**config.mk**
```make
export PLATFORM = sky130hd
export DESIGN_NAME = aoi112_pipe
export DESIGN_NICKNAME = d
export VERILOG_FILES = /design/src/rtl/aoi112_pipe.sv
export SDC_FILE = /design/constraint.sdc
export NUM_CORES = 1
export LEC_CHECK = 0
export CAP_MARGIN = 30
export CORE_ASPECT_RATIO = 1.25
export CORE_MARGIN = 2
export CORE_UTILIZATION = 25
export CTS_CLUSTER_DIAMETER = 100
export DETAILED_ROUTE_END_ITERATION = 8
export MAX_ROUTING_LAYER = met4
export PLACE_DENSITY = 0.47
export SYNTH_ARGS = -nofsm -noshare
export SYNTH_HDL_FRONTEND = slang
export SYNTH_SLANG_ARGS = --single-unit
export TNS_END_PERCENT = 50
```
**constraint.sdc**
```tcl
create_clock -name clk -period 3.2 [get_ports clk]
set_input_delay 0.48 -clock clk [delete_from_list [all_inputs] [get_ports clk]]
set_output_delay 0.48 -clock clk [all_outputs]
set_load 0.03 [all_outputs]
```
**src/rtl/aoi112_pipe.sv**
```systemverilog
// Lane-wide AOI112/OAI112/AO112/OA112 complex gate behind a valid/ready register
// pipeline, with a saturating counter of changed output vectors.
module aoi112_pipe #(
    parameter int unsigned WIDTH  = 4,
    parameter int unsigned STAGES = 2,
    parameter int unsigned CNT_W  = 8
) (
    input  logic             clk,
    input  logic             rst,
    input  logic             in_valid,
    output logic             in_ready,
    input  logic [1:0]       mode,
    input  logic [WIDTH-1:0] a1,
    input  logic [WIDTH-1:0] b1,
    input  logic [WIDTH-1:0] c1,
    input  logic [WIDTH-1:0] c2,
    output logic             out_valid,
    input  logic             out_ready,
    output logic [WIDTH-1:0] out_data,
    input  logic             cnt_clr,
    output logic [CNT_W-1:0] toggle_cnt
);

    localparam int unsigned LAST = STAGES - 1;

    logic [WIDTH-1:0]  lane_res;
    logic [STAGES-1:0] load;
    logic              load_acc;
    logic [STAGES-1:0] v_q;
    logic [WIDTH-1:0]  d_q [STAGES];
    logic [CNT_W-1:0]  cnt_q, cnt_d;
    logic [WIDTH-1:0]  last_q, last_d;
    logic              fire;

    always_comb begin
        case (mode)
            2'd0:    lane_res = ~(a1 | b1 | (c1 & c2));
            2'd1:    lane_res = ~(a1 & b1 & (c1 | c2));
            2'd2:    lane_res = a1 | b1 | (c1 & c2);
            default: lane_res = a1 & b1 & (c1 | c2);
        endcase
    end

    // load[k] = out_ready | any empty stage at or after k, accumulated from the
    // output end so the ready chain has no self-referencing vector bits.
    always_comb begin
        load     = '0;
        load_acc = out_ready;
        for (int unsigned i = 0; i < STAGES; i++) begin
            load_acc           = load_acc | ~v_q[LAST-i];
            load[LAST-i]       = load_acc;
        end
    end

    assign in_ready  = load[0];
    assign out_valid = v_q[LAST];
    assign out_data  = d_q[LAST];
    assign fire      = v_q[LAST] & out_ready;

    always_comb begin
        cnt_d  = cnt_q;
        last_d = last_q;
        if (fire) begin
            last_d = d_q[LAST];
            if ((d_q[LAST] != last_q) && (cnt_q != '1)) begin
                cnt_d = cnt_q + CNT_W'(1);
            end
        end
        if (cnt_clr) begin
            cnt_d = '0;
        end
    end

    assign toggle_cnt = cnt_q;

    always_ff @(posedge clk or posedge rst) begin
        if (rst) begin
            v_q    <= '0;
            cnt_q  <= '0;
            last_q <= '0;
            for (int unsigned k = 0; k < STAGES; k++) begin
                d_q[k] <= '0;
            end
        end else begin
            if (load[0]) begin
                v_q[0] <= in_valid;
                d_q[0] <= lane_res;
            end
            for (int unsigned k = 1; k < STAGES; k++) begin
                if (load[k]) begin
                    v_q[k] <= v_q[k-1];
                    d_q[k] <= d_q[k-1];
                end
            end
            cnt_q  <= cnt_d;
            last_q <= last_d;
        end
    end

endmodule

```
==> metrics.csv <==
metric;value;unit
clk_latency;0.26;ns
wl_per_cell;12.13;um
multi_input_area;684.4;sq um
period_needed;2.502;ns
regArea;550.5;sq um
antenna_found_initial;0;
grt_max_degree;23;
syn_area;1280;sq um
whs_endpoint;v_q[1];
firstDrtPassIters;4;
drcViolationCount;0;
hold_viol_final;0;
tns;0;ns
dp_slack;0.6956;ns
htree_levels;1;
yosysWarnings;0;
r2r.worst_path.cells;4;
tightest_slew;0.8522;ns
num_vias;1052;
clk_pin_slew_worst_paths;0.07;ns
run_status;finished clean;
rsz0062_at_grt;no;
powerDensity;434.4;nW/um^2
cts_setup_buffers;0;
ir_drop;0.1646;mV
worstHoldStart;v_q[0];
synth_top_area_share;43.01;%
grt_pass1_vias;1050;
slew_violations;0;
cts.path.max_buffers;2;
finClkSkew;0.002911;ns
relSlewSlack;43.12;%
worst-path-max-fanout;8;
boundaryPins;37;
min_path_cells;1;
drt-total-wl;2705;um
fillers;526;
cts_hold_buf;0;
drt_iter0_markers;54;
antenna_left;0;
gp_congestion;0.7360;
synth_nets;152;
rrSetupSlack;1.45;ns
r2r-end;toggle_cnt[2];
fmax;0.3997;GHz
path_class;primary input to output pin;
die_x;68;um
start_kind;primary input;
cts_tree;done;
die_h;84;um
synthToLayoutAreaGrowth;34.51;%
grt_pass1_wl;4567;um
start_util;25.56;%
num_rows;29;
hold_path.class;register to register;
drive_above_1_share;3.727;%
avgSynthCellArea;10.00;sq um
viasPerCell;4.717;
cts.sinks;22;
portBuffers;36;
ys_ff_latch;22;
ys_top_cells_by_area;dfrtp_1 43%, mux2_1 9.7%, nand2b_1 4.4%;
cts_root_buf;clkbuf_8;
cellLeakagePower;0.6889;nW
grt_overflow;0;
crit_path_end_kind;output pin;
core;5007;sq um
cp.required;2.72;ns
synth_cell_types;33;
final.period_utilization;78.18;%
ys_seq_area_share;43.01;%
numCtsBuffers;3;
dieArea;5712;sq um
crit_arrival;2.02;ns
worst_slack;0.6984;ns
yosysTopAreaCell;dfrtp_1;
setup_viol_count_final;0;
r2r_start;out_data[1];
track_usage;10.59;%
drv_cap;0;
dp_hpwl;2140;um
final_nets;187;
syn_inst;128;
cts_resized;0;
diodes;0;
## per-stage QoR
| step | total power [mW] | instance area, sq um | utilization [%] | std cells | hold WS [ns] |
|---|---|---|---|---|---|
| finish | 0.7479 | 1722 | 34.38 | 223 | 0.4678 |
| global placement | 0.5865 | 1680 | 33.56 | 220 | 0.4527 |
| floorplan | 0.5136 | 1280 | - | 128 | 0.4348 |
| global route | 0.7968 | 1722 | 34.38 | 223 | 0.4919 |
| CTS | 0.7651 | 1722 | 34.38 | 223 | 0.4727 |
| detailed placement | 0.5900 | 1680 | 33.56 | 220 | 0.4535 |
## power breakdown
group	total (mW)	internal, mW	switching, mW
clock	0.169	0.0839	0.0853
combinational	0.228	0.111	0.117
sequential	0.350	0.318	0.0328
## routing by layer
layer	vias up	GRT usage, %	wire (um)
met4	0	3.818	18
met3	2	1.754	145
met2	34	18.89	1480
met5	-	-	0
li1	523	-	-
met1	493	11.33	1061
## flip-flops by register name, summed over array words and instances, names as in the netlist
signal / count
last_q: 4
toggle_cnt: 8
out_data: 4
d_q: 4
v_q: 2
## cells in the mapped netlist, drive strengths merged
master	number
dfrtp	22
mux2	12
nor2	11
nand2b	9
nand2	8
nor3	7
a21oi	6
nor2b	5
and3b	4
buf	4
nor4	4
xor2	4
a21o	3
a2bb2oi	3
nand4	3
or2	3
and2	2
clkbuf	2
inv	2
nand3	2
o31ai	2
or4	2
a211oi	1
a21boi	1
and3	1
ha	1
mux2i	1
nand3b	1
o21bai	1
o31a	1
## worst max-delay path by stage
stage	to	start
global route	in_ready	out_ready
floorplan	toggle_cnt[2]	toggle_cnt[0]
global placement	in_ready	out_ready
CTS	in_ready	out_ready
detailed placement	in_ready	out_ready
finish	in_ready	out_ready
## layout make-up
class,instances,share of cell area [%]
multi-input combinational,98,39.75
sequential,22,31.98
timing repair buffer,36,20.93
tap,62,4.506
clock buffer,3,2.398
inverter,2,0.4360
## placed cells by master (no fill, tap or decap), drive strengths merged, types with 3 or more instances in the layout
cell and count:
nand4 3, a21oi 6, and3b 4, nand2b 9
nor2b 5, xor2 4, a21o 3, nor2 11
mux2 12, clkbuf 3, nand2 8, clkdlybuf4s50 36
a2bb2oi 3, dfrtp 22, nor4 4, nor3 7
or2 3
## worst max-delay path, cell delays in order
cell and delay (ns):
clkdlybuf4s50_1 0.52, nand3b_1 0.29, clkdlybuf4s50_1 0.74
## cell families (layout without fill, tap and decap cells)
kind of cell,count (synthesis),count (layout),share of synthesized area (%)
compound gates,18,18,9.776
fa+ha+maj,1,1,0.9774
flops,22,22,43.01
buf+inv,8,41,3.520
simple gates,62,62,28.35
xor+xnor,4,4,2.737
mux,13,13,11.63
(Power assumes the default switching activity.)
